[src/rtl/life_pkg.sv]
// life_pkg: board geometry defaults, word/address types and engine states
// shared by the Game of Life engine, double_buffer and the renderer.
package life_pkg;

   localparam int DEF_WORD_W   = 16;
   localparam int DEF_W_WORDS  = 4;
   localparam int DEF_BOARD_H  = 64;
   localparam int DEF_READ_LAT = 2;
   localparam int DEF_ADDR_W   = $clog2(DEF_W_WORDS * DEF_BOARD_H);

   typedef logic [DEF_WORD_W-1:0] data_t;
   typedef logic [DEF_ADDR_W-1:0] addr_t;

   typedef logic [2:0] state_t;

   localparam state_t S_IDLE  = 3'd0;
   localparam state_t S_FETCH = 3'd1;
   localparam state_t S_STEP  = 3'd2;
   localparam state_t S_SWAP  = 3'd3;
   localparam state_t S_WAIT  = 3'd4;

endpackage

[src/rtl/life_logic_engine_word_rule.sv]
// life_word_rule: B3/S23 next-state for the centre word of a 3x3 word window;
// edge bits borrow the adjacent bit of the neighbouring column.
module life_word_rule
   import life_pkg::*;
#(
   parameter int WORD_W = DEF_WORD_W
) (
   input  logic [WORD_W-1:0] up_p,
   input  logic [WORD_W-1:0] up_c,
   input  logic [WORD_W-1:0] up_n,
   input  logic [WORD_W-1:0] md_p,
   input  logic [WORD_W-1:0] md_c,
   input  logic [WORD_W-1:0] md_n,
   input  logic [WORD_W-1:0] dn_p,
   input  logic [WORD_W-1:0] dn_c,
   input  logic [WORD_W-1:0] dn_n,
   output logic [WORD_W-1:0] next_o
);

   logic [WORD_W+1:0] up_x;
   logic [WORD_W+1:0] md_x;
   logic [WORD_W+1:0] dn_x;
   logic [3:0]        cnt;

   // Bit i of a row sits at x[i+1]; x[0] and x[WORD_W+1] are the neighbours.
   assign up_x = {up_n[0], up_c, up_p[WORD_W-1]};
   assign md_x = {md_n[0], md_c, md_p[WORD_W-1]};
   assign dn_x = {dn_n[0], dn_c, dn_p[WORD_W-1]};

   always_comb begin
      next_o = '0;
      cnt    = '0;
      for (int i = 0; i < WORD_W; i++) begin
         cnt = 4'(up_x[i]) + 4'(up_x[i+1]) + 4'(up_x[i+2])
             + 4'(md_x[i])                 + 4'(md_x[i+2])
             + 4'(dn_x[i]) + 4'(dn_x[i+1]) + 4'(dn_x[i+2]);
         next_o[i] = (cnt == 4'd3) || (md_x[i+1] && (cnt == 4'd2));
      end
   end

endmodule

[src/rtl/life_logic_engine.sv]
// life_logic_engine: sweeps the logic ports of double_buffer once per start,
// writing one Game of Life generation into the back buffer and swapping.
module life_logic_engine
   import life_pkg::*;
#(
   parameter int WORD_W   = DEF_WORD_W,
   parameter int W_WORDS  = DEF_W_WORDS,
   parameter int BOARD_H  = DEF_BOARD_H,
   parameter int READ_LAT = DEF_READ_LAT
) (
   input  logic                                 clk_130mhz,
   input  logic                                 rst_n_in,
   input  logic                                 start_in,
   input  logic                                 db_ready_in,
   output logic [$clog2(W_WORDS*BOARD_H)-1:0]   logic_addr_r,
   input  logic [WORD_W-1:0]                    logic_data_r,
   output logic [$clog2(W_WORDS*BOARD_H)-1:0]   logic_addr_w,
   output logic [WORD_W-1:0]                    logic_data_w,
   output logic                                 logic_wr_en,
   output logic                                 swap_out,
   output logic                                 busy_out,
   output logic                                 done_out,
   output logic [15:0]                          gen_count_out
);

   localparam int AW   = $clog2(W_WORDS * BOARD_H);
   localparam int RW   = $clog2(BOARD_H);
   localparam int SW   = $clog2(W_WORDS + 1);
   localparam int CW   = $clog2(READ_LAT + 3);
   localparam int LAST = READ_LAT + 2;

   state_t state_q, state_d;
   logic [RW-1:0] row_q, row_d;
   logic [SW-1:0] step_q, step_d;
   logic [CW-1:0] cnt_q, cnt_d;

   // Window [row][col]: row 0/1/2 = y-1/y/y+1, col 0/1/2 = prev/cur/next.
   logic [2:0][2:0][WORD_W-1:0] win_q, win_d, ld_win;

   logic [AW-1:0]     addr_r_q, addr_r_d;
   logic [AW-1:0]     addr_w_q, addr_w_d;
   logic [WORD_W-1:0] data_w_q, data_w_d;
   logic [WORD_W-1:0] rule_word;
   logic              wr_q, wr_d;
   logic              swap_q, swap_d;
   logic              busy_q, busy_d;
   logic              done_q, done_d;
   logic [15:0]       gen_q, gen_d;

   logic       ld_en;
   logic [1:0] ld_sel;
   logic       fetch_go;
   logic       rd_go;
   int         rd_row;
   int         rd_step;
   int         rd_k;

   function automatic logic row_ok(int row, int step, int k);
      int r;
      r = row - 1 + k;
      return (r >= 0) && (r < BOARD_H) && (step < W_WORDS);
   endfunction

   function automatic logic [AW-1:0] row_addr(int row, int step, int k);
      return AW'((row - 1 + k) * W_WORDS + step);
   endfunction

   // Slot k was addressed in FETCH cycle k; its word lands READ_LAT later.
   always_comb begin
      ld_win = win_q;
      ld_en  = (state_q == S_FETCH) && (cnt_q >= CW'(READ_LAT));
      ld_sel = 2'(cnt_q - CW'(READ_LAT));
      if (ld_en) begin
         ld_win[ld_sel][2] = row_ok(int'(row_q), int'(step_q), int'(ld_sel))
                           ? logic_data_r : '0;
      end
   end

   life_word_rule #(
      .WORD_W (WORD_W)
   ) u_rule (
      .up_p   (ld_win[0][0]),
      .up_c   (ld_win[0][1]),
      .up_n   (ld_win[0][2]),
      .md_p   (ld_win[1][0]),
      .md_c   (ld_win[1][1]),
      .md_n   (ld_win[1][2]),
      .dn_p   (ld_win[2][0]),
      .dn_c   (ld_win[2][1]),
      .dn_n   (ld_win[2][2]),
      .next_o (rule_word)
   );

   always_comb begin
      state_d  = state_q;
      row_d    = row_q;
      step_d   = step_q;
      cnt_d    = cnt_q;
      win_d    = win_q;
      addr_w_d = addr_w_q;
      data_w_d = data_w_q;
      wr_d     = 1'b0;
      swap_d   = 1'b0;
      busy_d   = busy_q;
      done_d   = 1'b0;
      gen_d    = gen_q;
      fetch_go = 1'b0;

      unique case (state_q)
         S_IDLE: begin
            if (start_in && db_ready_in) begin
               state_d  = S_FETCH;
               row_d    = '0;
               step_d   = '0;
               cnt_d    = '0;
               win_d    = '0;
               busy_d   = 1'b1;
               fetch_go = 1'b1;
            end
         end
         S_FETCH: begin
            win_d = ld_win;
            cnt_d = cnt_q + 1'b1;
            // Result is registered so the write shows in the STEP cycle.
            if (cnt_q == CW'(LAST)) begin
               state_d = S_STEP;
               if (step_q != '0) begin
                  wr_d     = 1'b1;
                  data_w_d = rule_word;
                  addr_w_d = AW'(int'(row_q) * W_WORDS + int'(step_q) - 1);
               end
            end
         end
         S_STEP: begin
            cnt_d    = '0;
            fetch_go = 1'b1;
            if (step_q != SW'(W_WORDS)) begin
               step_d  = step_q + 1'b1;
               state_d = S_FETCH;
               for (int r = 0; r < 3; r++) begin
                  win_d[r][0] = win_q[r][1];
                  win_d[r][1] = win_q[r][2];
                  win_d[r][2] = '0;
               end
            end else begin
               win_d  = '0;
               step_d = '0;
               if (row_q == RW'(BOARD_H - 1)) begin
                  state_d  = S_SWAP;
                  fetch_go = 1'b0;
               end else begin
                  row_d   = row_q + 1'b1;
                  state_d = S_FETCH;
               end
            end
         end
         S_SWAP: begin
            if (db_ready_in) begin
               swap_d  = 1'b1;
               cnt_d   = '0;
               state_d = S_WAIT;
            end
         end
         S_WAIT: begin
            // The buffer drops ready one cycle late, so skip the first cycle.
            if (cnt_q == '0) begin
               cnt_d = CW'(1);
            end else if (db_ready_in) begin
               done_d  = 1'b1;
               busy_d  = 1'b0;
               gen_d   = gen_q + 16'd1;
               state_d = S_IDLE;
            end
         end
         default: begin
            state_d = S_IDLE;
         end
      endcase
   end

   always_comb begin
      addr_r_d = addr_r_q;
      rd_go    = fetch_go;
      rd_row   = int'(row_d);
      rd_step  = int'(step_d);
      rd_k     = 0;
      if (state_q == S_FETCH && cnt_q < CW'(2)) begin
         rd_go   = 1'b1;
         rd_row  = int'(row_q);
         rd_step = int'(step_q);
         rd_k    = int'(cnt_q) + 1;
      end
      if (rd_go && row_ok(rd_row, rd_step, rd_k)) begin
         addr_r_d = row_addr(rd_row, rd_step, rd_k);
      end
   end

   always_ff @(posedge clk_130mhz or negedge rst_n_in) begin
      if (!rst_n_in) begin
         state_q  <= S_IDLE;
         row_q    <= '0;
         step_q   <= '0;
         cnt_q    <= '0;
         win_q    <= '0;
         addr_r_q <= '0;
         addr_w_q <= '0;
         data_w_q <= '0;
         wr_q     <= 1'b0;
         swap_q   <= 1'b0;
         busy_q   <= 1'b0;
         done_q   <= 1'b0;
         gen_q    <= '0;
      end else begin
         state_q  <= state_d;
         row_q    <= row_d;
         step_q   <= step_d;
         cnt_q    <= cnt_d;
         win_q    <= win_d;
         addr_r_q <= addr_r_d;
         addr_w_q <= addr_w_d;
         data_w_q <= data_w_d;
         wr_q     <= wr_d;
         swap_q   <= swap_d;
         busy_q   <= busy_d;
         done_q   <= done_d;
         gen_q    <= gen_d;
      end
   end

   assign logic_addr_r  = addr_r_q;
   assign logic_addr_w  = addr_w_q;
   assign logic_data_w  = data_w_q;
   assign logic_wr_en   = wr_q;
   assign swap_out      = swap_q;
   assign busy_out      = busy_q;
   assign done_out      = done_q;
   assign gen_count_out = gen_q;

endmodule

[config.mk]
export PLATFORM = sky130hd
export DESIGN_NAME = life_logic_engine
export DESIGN_NICKNAME = d
export VERILOG_FILES = /design/src/rtl/life_pkg.sv /design/src/rtl/life_logic_engine_word_rule.sv /design/src/rtl/life_logic_engine.sv
export SDC_FILE = /design/constraint.sdc
export NUM_CORES = 1
export LEC_CHECK = 0
export CORE_MARGIN = 10
export CORE_UTILIZATION = 50
export CTS_CLUSTER_SIZE = 10
export DETAILED_ROUTE_END_ITERATION = 16
export GPL_TIMING_DRIVEN = 1
export PLACE_DENSITY = 0.7
export REMOVE_ABC_BUFFERS = 1
export SYNTH_ARGS = -nofsm -noshare
export SYNTH_HDL_FRONTEND = slang
export SYNTH_SLANG_ARGS = --single-unit
[constraint.sdc]
create_clock -name clk_130mhz -period 5.5 [get_ports clk_130mhz]
set_input_delay 1.1 -clock clk_130mhz [delete_from_list [all_inputs] [get_ports clk_130mhz]]
set_output_delay 1.1 -clock clk_130mhz [all_outputs]
set_load 0.05 [all_outputs]
* Yosys cells after proc, flatten, opt, wreduce, memory -nomap -nowiden
Cells that the tools add are included.
** Word-level totals
- Register bits after elaboration :: 211
- Word-level logic and storage cells :: 308
- Bits of input ports :: 20
** Operators by class
- Eq/ne operators :: 46
- Multiplexer cells :: 45
- Magnitude comparators :: 10
- Reductions and logical operators :: 54
- Add/sub/neg operators :: 125
- Bitwise operators :: 1
** Operators by type and width (number)
- $pmux 144 s3 :: 1
- $add 4x1->4 :: 96
- $mux 144 :: 2
- $bwmux 144 :: 1
- $eq 4x2->1 const B :: 32
- $mux 128 :: 1
- $demux 48 s2 :: 1
- $mux 48 :: 1
- $add 1x1->2 :: 16
- $add 32x5->32 :: 1
- $ge 32x1->1 const B :: 1
- $lt 32x4->1 const B :: 1
- $lt 32x8->1 const B :: 1
- $sub 32x2->32 const B :: 1
- $mux 3 :: 10
- $pmux 3 s5 :: 2
- $logic_and 1x1->1 :: 25
- $mux 6 :: 4
- $add 16x1->16 const B :: 1
- $logic_or 1x1->1 :: 16
- $mux 16 :: 1
- $mux 1 :: 14
- $ne 2x2->1 const B :: 6
- $pmux 6 s2 :: 1
- other kinds (35) :: 45

* Depth between registers and ports, before layout
Gate-level depths: netlist (run 1).
- Depth in word-level cells :: 18
- Depth in mapped cells :: 18
- Mapped depth without buffers :: 18

* By module
Synthesis (run 1) repeated with hierarchy kept, for this count alone.
** Second synthesis, totals
- Cell total of the unflattened synthesis :: 1160
- Area total of the unflattened synthesis :: 12555.8 um^2
** By module, submodules not included
- life_logic_engine :: sequential area each 5280.1 um^2, cells an instance 855, times used 1, area each 9829.4 um^2
- life_word_rule :: sequential area each 0.0 um^2, cells an instance 305, times used 1, area each 2726.4 um^2

* Worst setup path before layout (run 1)
No wires, ideal clock.
- Path kind :: flip-flop to flip-flop
- Start :: reg row_q[0]
- End :: reg data_w_q[15] (netlist: logic_data_w[15])
- Clock period less this slack :: 4823 ps
- Data arrival time :: 4713 ps
- Cell stages (with the launch flop) :: 19
- Required time :: 5390 ps
- Setup slack :: 677 ps
- Cell sequence :: dfrtp_1 > inv_1 > ha_1 > inv_1 > fa_1 > nand3_1 > or4_1 > clkbuf_1 > a211oi_2 > buf_2 > a22o_1 > fa_1 > fa_1 > fa_1 > inv_1 > fa_1 > a2111oi_0 > a21oi_1 > o41ai_1
** Between the ends
- Longest elaborated chain between the ends :: 18
- Elaborated cells between the ends (all ways) :: 20
** Ends and longest elaborated chain
- start, declared :: line life_logic_engine.sv:33 : logic [RW-1:0] row_q, row_d;
- start signal, assigned :: line life_logic_engine.sv:215 : row_q <= row_d;
- $sub 6x1->7 (*) :: line life_logic_engine.sv:60 : r = row - 1 + k;
- $add 7x3->8 (*) :: line life_logic_engine.sv:60
- $ge 8x1->1 / $lt 8x8->1 (equally long branches) :: line life_logic_engine.sv:61 : return (r >= 0) && (r < BOARD_H) && (step < W_WORDS);
- $logic_and 1x1->1 (*) (2 in a row) :: line life_logic_engine.sv:61
- $mux 16 (*) :: line life_logic_engine.sv:75 : ? logic_data_r : '0;
- $bwmux 144 (*) :: line life_logic_engine.sv:74 : ld_win[ld_sel][2] = row_ok(int'(row_q), int'(step_q), int'(ld_sel))
- $mux 144 (*) :: line life_logic_engine.sv:73 : if (ld_en) begin
- $add 1x1->2 :: line life_logic_engine_word_rule.sv:34 : cnt = 4'(up_x[i]) + 4'(up_x[i+1]) + 4'(up_x[i+2])
- $add 4x1->4 :: line life_logic_engine_word_rule.sv:34
- $add 4x1->4 (2 in a row) :: line life_logic_engine_word_rule.sv:35 : + 4'(md_x[i]) + 4'(md_x[i+2])
- $add 4x1->4 (3 in a row) :: line life_logic_engine_word_rule.sv:36 : + 4'(dn_x[i]) + 4'(dn_x[i+1]) + 4'(dn_x[i+2]);
- $eq 4x2->1 :: line life_logic_engine_word_rule.sv:37 : next_o[i] = (cnt == 4'd3) || (md_x[i+1] && (cnt == 4'd2));
- $logic_and 1x1->1 :: line life_logic_engine_word_rule.sv:37
- $logic_or 1x1->1 (*) :: line life_logic_engine_word_rule.sv:37
- end signal, assigned :: line life_logic_engine.sv:221 : data_w_q <= data_w_d;
- end, declared :: line life_logic_engine.sv:42 : logic [WORD_W-1:0] data_w_q, data_w_d;
Mark *: on every way between the ends. The rest lies on a longest branch, timed or not. The select of a mux whose other input is x is not followed.
A chain may end at the register's enable or synchronous reset.

* Worst setup path in the final report (run 1)
Ends and elaborated chain as after synthesis.

==> impl_results.md, run 1 <==
* Status: finished clean
* Most used cell, CP: fa_1
* Initial antenna violation count at 0
* Syn Area/Cell at 10.3 um^2
* 1st-pass router iterations at 6
* Fraction of layout cells with a size suffix above 1 at between 5 and 6%
* Critical Path Stages at 16
* Leak at 5.65 nW
* Crit path launch type: flip-flop
* Setup tns final at 0 ps
* Final setup fails at 0
* CTS tree: built
* Overflow after GRT at 0
* Clock Tree Buf Depth at 2
* Die height at 163 um
* Wire per inst at 16.4 um
* Fin nets at 1231
* Post-CTS sizing at 0
* Final Util at 58.7%
* Hpwl dp at 15400 um
* Dpl cells at 1307
* Routed via count at 7130
* Post-synthesis cell count at 987
* Leading area contributor after synthesis: dfrtp_1
* Boundary Pins at 72
* Multi-input gate area at 0.00519 mm^2
* Share of the synthesized area in the top cell type at 40.9%
* Final instance area at 0.0118 mm^2
* Fin crit share at 86.3%
* Final Power at 6.35 mW
* Detailed-route wire length at ~22000 um
* Post-Syn Area at slightly above 0.01 mm^2
* Slew headroom at about 18%
* Final hold violation count at 0
* Overall global routing resource usage at 17.5%
* Worst path slowest cell: or4_1
* First-pass GRT wire length at ~38000 um
* Syn. warnings at 0
* Synth cell types at 48
* Num rows at 52
* Routed Antenna Nets at 0
* Max-cap viol count at 0
* FILL cells at 1732
* CTS Hold Bufs at 0
* Final worst slack at between 700 and 800 ps
* Skew-Pair Late Insertion Delay at 430 ps
* Top Family by Delay on Critical Path: adder cells
* GPL Wtd Cong at 0.844
* Commonest non-fill, non-tap cell in the layout: inv_1
* RSZ-0062 raised after global routing: false
* # diodes at 0
* Total CTS buffers at 17
* CP peak stage delay at 600 ps
* Area occupied by registers at around 0.0042 mm^2
* Reg2reg start: row_q[0]
* Worst-Margin Slew at approximately 1200 ps
* Commonest non-fill, non-tap cells in the layout: inv_1 (192), dfrtp_1 (166), nand2_1 (100), ha_1 (88), clkdlybuf4s50_1 (70)
* Largest net degree at the start of global routing at 96
* DRC violations left at 0
* Placement Setup Slack at 317 ps
* Synth top area cells: dfrtp_1 (41%), fa_1 (13%), ha_1 (11%), inv_1 (7.1%), a22o_1 (4.9%)
* Worst-path clk slew at 70 ps
* CP Data Required Time at 5820 ps
* Worst R2R Setup Slack at 760 ps
* Worst setup EP type: flip-flop
* CTS Sinks at 166
* Final Non-Filler Cells at 1339
* Post-CTS setup buffer count at 0
* Clock Root Buffer: clkbuf_16
* Peak VDD IR at about 0.38 mV
* Core Area at 0.0201 mm^2
* Worst path cell trace: inv_1 > ha_1 > inv_1 > fa_1 > nand3_1 > or4_1 > a211oi_2 > a22o_1 > fa_1 > fa_1 > fa_1 > inv_1 > fa_1 > a2111oi_0 > a21oi_1 > o41ai_1
* Worst Hold Class: flip-flop to flip-flop
* H-tree depth at 4
* Buffers and inverters on the worst path at 3
* Worst Hold Path Cells at 1
* Die X at approximately 160 um
* Reg2reg end: logic_data_w[15]
* WS Path Type: flip-flop to flip-flop
* Hold WS at roughly 470 ps
* Seq cells post-synth at ~170
* Die area at ~0.026 mm^2
* Layout area overhead at 16.1%
* P per Cell Area at 538 mW/mm^2
* Peak Freq at 211 MHz
* Initial DRC Count at 418
* Critical path launch point: row_q[0]
* Final Skew at between 10 and 15 ps
* Critical path arrival at 5070 ps
* Post-DP Area at 0.0112 mm^2
* Critical path peak fanout at 7
* Seq/Total Area, Yosys at 40.9%
* Vias/cell at roughly 5.3
* Fin crit period at 4740 ps
* Crit path to: logic_data_w[15]
* PortBufs at 71
* Final Max Tran Viols at 0
* Reg2Reg Depth at 16
* Starting Density at 50.5%
* Vias in the first global route at 7699
==> sequential cells by signal, summed over array words and instances (netlist names) <==
name,flops
win_q,99
gen_count_out,16
logic_data_w,16
logic_addr_r,8
logic_addr_w,8
row_q,6
cnt_q,3
state_q,3
step_q,3
busy_out,1
done_out,1
logic_wr_en,1
swap_out,1
==> cell families (layout without fill, tap and decap cells) <==
group	count (synthesis)	after routing	share of synthesized area, %
buffers and inverters	223	305	8.29
XOR/XNOR	29	29	2.50
AO/OA/AOI/OAI	217	217	15.0
adder cells (fa/ha/maj)	155	155	24.0
AND/OR/NAND/NOR	186	186	8.11
multiplexers	10	10	1.11
flip-flops	166	166	40.9
other	1	1	0.0369
==> final cells by class <==
cell class                      instances  share of cell area (%)
Inverter                              193                    6.14
Tap cell                              270                    2.86
Sequential cell                       166                    35.2
Clock buffer                           20                    3.70
Clock inverter                         12                    1.49
Multi-Input combinational cell        598                    44.0
Timing Repair Buffer                   80                    6.61
==> cells in the mapped netlist (all sizes together) <==
cell	number
inv	193
dfrtp	166
nand2	101
ha	88
o21ai	68
fa	67
a22o	57
nor2	34
a21oi	31
clkbuf	27
a2111oi	17
xnor2	17
o41ai	16
xor2	12
mux2	10
and3	8
nand2b	7
nand3	7
nor3	7
nor2b	6
a211oi	5
a21o	4
a31oi	3
buf	3
nand4	3
o21bai	3
o31ai	3
or3	3
or4	3
a21boi	2
nand4b	2
nor3b	2
o211ai	2
o21a	2
a211o	1
a22oi	1
conb	1
nand3b	1
nor4	1
o22ai	1
o311ai	1
or3b	1
==> how the worst min path moves through the flow <==
stage	slack, ps	to	from
floorplan	450	win_q[113]	win_q[129]
global placement	460	logic_data_w[10]	logic_data_w[10]
detailed placement	460	gen_count_out[15]	gen_count_out[15]
CTS	480	gen_count_out[15]	gen_count_out[15]
global route	490	gen_count_out[15]	gen_count_out[15]
finish	470	gen_count_out[15]	gen_count_out[15]
==> metal layers <==
metal	global-route usage (%)	vias up	share of wire, %
met5	0	-	0
met4	5.29	0	1.8
met3	4.30	37	5.0
met2	29.4	131	49
met1	22.0	3555	44
li1	-	3407	-
==> power breakdown <==
| part | total [mW] | leakage (nW) | internal (mW) | switching (mW) |
|---|---|---|---|---|
| registers | 1.89 | 2.25 | 1.58 | 0.309 |
| logic | 3.19 | 3.09 | 1.23 | 1.96 |
| clock network | 1.26 | 0.303 | 0.761 | 0.501 |
Note: power is estimated with default switching activity, not from simulation.
==> inputs of run 2 (changes only) <==
- SETUP_SLACK_MARGIN: not set -> 0.5
==> run 2 against run 1 <==
Compared with the run above:
- worst hold slack about the same
- register-to-register slack barely moved
- sequential power about the same
- final area is essentially flat
- critical path type unchanged
- clock skew hardly changed
- setup slack about the same
- critical path depth unchanged
- non-clock buffer count unchanged
- maximum frequency hardly changed
- via count barely moved
- routed wire length about the same
- count of clock-buffer cells in the layout is the same
==> impl_results.md, run 2 (synthesis results as in run 1) <==
* Clock Root Buffer: clkbuf_16
* RSZ-0062 raised after global routing: false
* Commonest non-fill, non-tap cell in the layout: inv_1
* Max-cap viol count at 0
* CTS Sinks at 166
* # diodes at 0
* Placement Setup Slack at 317 ps
* Initial antenna violation count at 0
* Worst Hold Class: flip-flop to flip-flop
* Fin nets at 1231
* Boundary Pins at about 70
* Vias/cell at 5.33
* Vias in the first global route at just under 8k
* Worst setup EP type: flip-flop
* Hold WS at 469 ps
* Starting Density at 50.5%
* GPL Wtd Cong at 0.844
* Initial DRC Count at 418
* Comb pwr share at 50.3%
* Post-CTS setup buffer count at 0
* Die X at ~160 um
* Worst-Margin Slew at about 1200 ps
* Final Max Tran Viols at 0
* Die area at 0.0264 mm^2
* Routed Antenna Nets at 0
* Wire per inst at 16.4 um
* Final Power at 6.34 mW
* Largest reg by FF count: win_q
* Final worst slack at 756 ps
* Total CTS buffers at 17
* Layout area overhead at 16.1%
* Critical path arrival at ~5100 ps
* Commonest non-fill, non-tap cells in the layout: inv_1 (192), dfrtp_1 (165), nand2_1 (100), ha_1 (88), clkdlybuf4s50_1 (70)
* H-tree depth at 4
* Core Area at 0.0201 mm^2
* First-pass GRT wire length at 37700 um
* Status: finished clean
* PortBufs at 71
* Worst-path clk slew at 70 ps
* Critical path peak fanout at 7
* Largest net degree at the start of global routing at 96
* Fin crit share at 86.3%
* CTS tree: built
* Num rows at between 50 and 60
* Overflow after GRT at 0
* Peak VDD IR at around 0.38 mV
* Detailed-route wire length at between 20000 and 25000 um
* Slew headroom at 17.9%
* Skew-Pair Late Insertion Delay at 430 ps
* WS Path Type: flip-flop to flip-flop
* Final Skew at 10.5 ps
* CP Data Required Time at approximately 5800 ps
* Hpwl dp at between 15000 and 20000 um
* Overall global routing resource usage at 17.5%
* P per Cell Area at 538 mW/mm^2
* Die height at 163 um
* Clock Tree Buf Depth at 2
* Fin crit period at 4740 ps
* Peak Freq at 211 MHz
* Fraction of layout cells with a size suffix above 1 at 5.61%
* Leak at ~5.6 nW
* Final hold violation count at 0
* Sw Ratio at 43.7%
* Clk pwr share at about a fifth
* Routed via count at 7131
* 1st-pass router iterations at 6
* DRC violations left at 0
* Setup tns final at 0 ps
* Cell Int Power at 3.57 mW
* Max reg flops at 99
* Crit path launch type: flip-flop
* FILL cells at between 1.5k and 2k
* Final setup fails at 0
* Switch Pwr at 2.77 mW
* Sequential share of power at 29.8%
-- run 2: final timing paths --
kind / from / endpoint / slack, ps / cells past startpoint
max in group asynchronous: rst_n_in / win_q[42] / 3750 / 2
min in group asynchronous: rst_n_in / logic_data_w[5] / 720 / 1
worst min register to register: gen_count_out[15] / gen_count_out[15] / 470 / 1
worst max-delay path: row_q[0] / logic_data_w[15] / 760 / 16
worst min-delay path: gen_count_out[15] / gen_count_out[15] / 470 / 1
worst max register to register: row_q[0] / logic_data_w[15] / 760 / 16
-- run 2: final cells by class --
class | count | area, um^2 | share of cell area (%)
inverters | 193 | 724 | 6.14
flip-flops and latches | 166 | 4160 | 35.2
multi-input cells | 598 | 5190 | 44.0
well taps | 270 | 338 | 2.86
repair buffers | 80 | 779 | 6.61
clock buffers | 20 | 437 | 3.70
clock inverters | 12 | 175 | 1.48
-- run 2: power groups by stage --
stage | registers, mW | clock network (mW) | logic, mW
2_1_floorplan | 2.23 | 0 | 1.90
3_3_place_gp | 1.90 | 0 | 3.11
3_5_place_dp | 1.91 | 0 | 3.21
4_1_cts | 1.89 | 1.29 | 3.24
5_1_grt | 1.95 | 1.34 | 3.61
6_report | 1.89 | 1.26 | 3.19
-- run 2: timing repair --
action,4_1_cts,5_1_grt
hold buffers,0,0
gates resized for setup,0,1
endpoints found under the setup margin,0,9
-- run 2: worst max-delay path, cell delays in order (launching register included) --
cell and delay, ps:
dfrtp_1 470, inv_1 150, ha_1 360, inv_1 110, fa_1 180, nand3_1 70, or4_1 600, a211oi_2 240
a22o_1 180, fa_1 430, fa_1 510, fa_1 180, inv_1 50, fa_1 380, a2111oi_0 350, a21oi_1 90
o41ai_1 290
-- run 2: per-layer routing --
metal | share of wire, % | up-vias | global-route usage [%]
li1 | - | 3406 | -
met1 | 44 | 3557 | 22.0
met2 | 49 | 131 | 29.4
met3 | 5.0 | 37 | 4.30
met4 | 1.8 | 0 | 5.29
met5 | 0 | - | 0
-- run 2: through the flow --
stage | utilization (%) | area (um^2) | instances
after floorplan | - | 10000 | 957
after global placement | 55.6 | 11200 | 1307
after detailed placement | 55.6 | 11200 | 1307
after CTS | 58.7 | 11800 | 1339
after global routing | 58.7 | 11800 | 1339
final | 58.7 | 11800 | 1339
==> variant, RTL diff (flow settings as in run 2) <==
Register the output `gen_count_out` once more, with the module's reset; this adds one clock of latency there. The other outputs are not delayed to match.
--- a/src/rtl/life_logic_engine.sv
+++ b/src/rtl/life_logic_engine.sv
@@ -236,3 +236,9 @@
    assign done_out      = done_q;
-   assign gen_count_out = gen_q;
+   always_ff @(posedge clk_130mhz or negedge rst_n_in) begin
+      if (!rst_n_in) begin
+         gen_count_out <= '0;
+      end else begin
+         gen_count_out <= gen_q;
+      end
+   end
 
Behaviour: no difference found for any inputs over 10 cycles, from zero or initial values and one cycle with rst_n_in low; that may be too few to reach the edited logic, so the function may still have changed.
==> variant against run 2 <==
Worst setup slack better by 0.032 ns. Sequential cell count up 16. First-iteration DRC count up 8.9%. Final area is 3.2% higher. Synthesized area rose by 4.1%. Wire length up 1.2%. Sequential share of layout area rose by 2.2 points. Critical endpoint is now logic_addr_r[1]$_DFFE_PN0P_.
Power is not compared: it rests on default switching activity, and its combinational part moved more than twofold at a synthesized area within 25%.
==> variant: results (changes against run 2) <==
* Synth cell count leaders: inv_1 (188), dfrtp_1 (182), nand2_1 (102), ha_1 (88), fa_1 (67)
* Reg2reg path depth at 18 (+2)
* Multi-input logic area at 5210 µm² (+0.46%)
* Crit-path leading delay family: compound AO/OA/AOI/OAI gates
* WL met3 at 1080 µm (-1.2%)
* Reg-to-reg setup timing slack at 0.84 ns (+0.08 ns)
* Clock Buffer Count at 19 (-5.0%)
* Routed len/inst at 16.4 µm (+0.11%)
* Starting DRT DRC Count at 455 (+8.9%)
* Nets@finish at 1240 (+0.73%)
* Vias in the first global route at 7544 (-2.0%)
* N_diodes at 0 (unchanged)
* First-pass GRT wire length at 37700 µm (about the same)
* Met2 usage at 26.4% (-3.0 points)
* Initial antenna violation count at 0 (unchanged)
* Logic inverters at 188 (-2.6%)
* Multi-input gates at 596 (-0.33%)
* Crit path time final at 4.71 ns (-0.0324 ns)
* Instance count of the mapped netlist at 993 (+0.61%)
* DP Cell Count at 1321 (+1.1%)
* Post-DR vias/cell at 5.31 (-0.34%)
* Seq_cells at 182 (+9.6%)
* Worst Hold Launch: gen_q[15]$_DFFE_PN0P_
* Seq/Total Area, Yosys at 43.1% (+2.2 points)
* Reg area at 4550 µm² (+9.6%)
* Largest cells by area after synthesis: dfrtp_1 (43%), fa_1 (13%), ha_1 (10%)
* M1 GR Usage at 23.5% (+1.4 points)
* Worst Hold Class: reg -> reg
* Clock buffers and inverters, area share at 4.73% (-0.46 points)
* Xor-xnor portion of the synthesized cell area at 2.40% (-0.099 points)
* Post-synth ARST share at 100% (unchanged)
* Worst setup startpoint: db_ready_in
* Multiplexer share of the synthesized area at 1.25% (+0.15 points)
* Max reg flops at 99 (unchanged)
* Gr usage total at 17.1% (-0.41 points)
* Layout Skew at 0.0207 ns (+0.0102 ns)
* DP Worst Slack at 0.325 ns (+0.00824 ns)
* Post-synthesis adder-cell area fraction at 23.1% (-0.95 points)
* Ratio of cells with drive above 1 in the final layout at 6.03% (+0.42 points)
* Slowest cell on crit path: a2111oi_4
* Filler cells at 1784 (+3.1%)
* Status: completed
* Crit path max fanout at 8 (+1)
* NonClk Buf Share at 6.42% (-0.18 points)
* Hpwl dp at 15700 µm (+2.3%)
* Synth Area in Compound Gates at 14.4% (-0.57 points)
* Slew HR at 37.7% (+20 points)
* Met3 GRT Util at 4.12% (-0.18 points)
* Setup crit end: logic_addr_r[1]$_DFFE_PN0P_
* Crit path DAT at 5.03 ns (-0.04 ns)
* Worst r2r src: step_q[1]$_DFF_PN0_
* Distinct cells, synth at 51 (+6.3%)
* GP Congestion at 0.856 (+1.5%)
* Final WL at 22200 µm (+1.2%)
* Sum of routed wire segments on met1 at 10600 µm (+9.2%)
* Post-DRT Antenna Nets at 0 (unchanged)
* Largest net degree at the start of global routing at 100 (+4.2%)
* Met2 Routed Length at 10200 µm (-5.4%)
variant: worst min path at each step:
stage	endpoint	slack [ns]	depth (start not counted)
after floorplan	gen_count_out[15]$_DFF_PN0_	0.37	0
after global placement	gen_count_out[15]$_DFF_PN0_	0.38	0
after detailed placement	gen_count_out[15]$_DFF_PN0_	0.39	0
after CTS	gen_count_out[15]$_DFF_PN0_	0.40	0
after global routing	gen_count_out[15]$_DFF_PN0_	0.41	0
final	gen_count_out[15]$_DFF_PN0_	0.40	0
variant: stage by stage:
| stage | setup TNS, ns | cell area (µm²) | hold slack (ns) | util [%] | total power, mW |
|---|---|---|---|---|---|
| after CTS | 0 | 12200 | 0.401 | 58.3 | 3.38 |
| after global placement | 0 | 11600 | 0.381 | 55.5 | 2.15 |
| final | 0 | 12200 | 0.398 | 58.3 | 3.35 |
| after global routing | 0 | 12200 | 0.409 | 58.3 | 3.54 |
| after floorplan | -1.79 | 10500 | 0.373 | - | 1.94 |
| after detailed placement | 0 | 11600 | 0.391 | 55.5 | 2.18 |
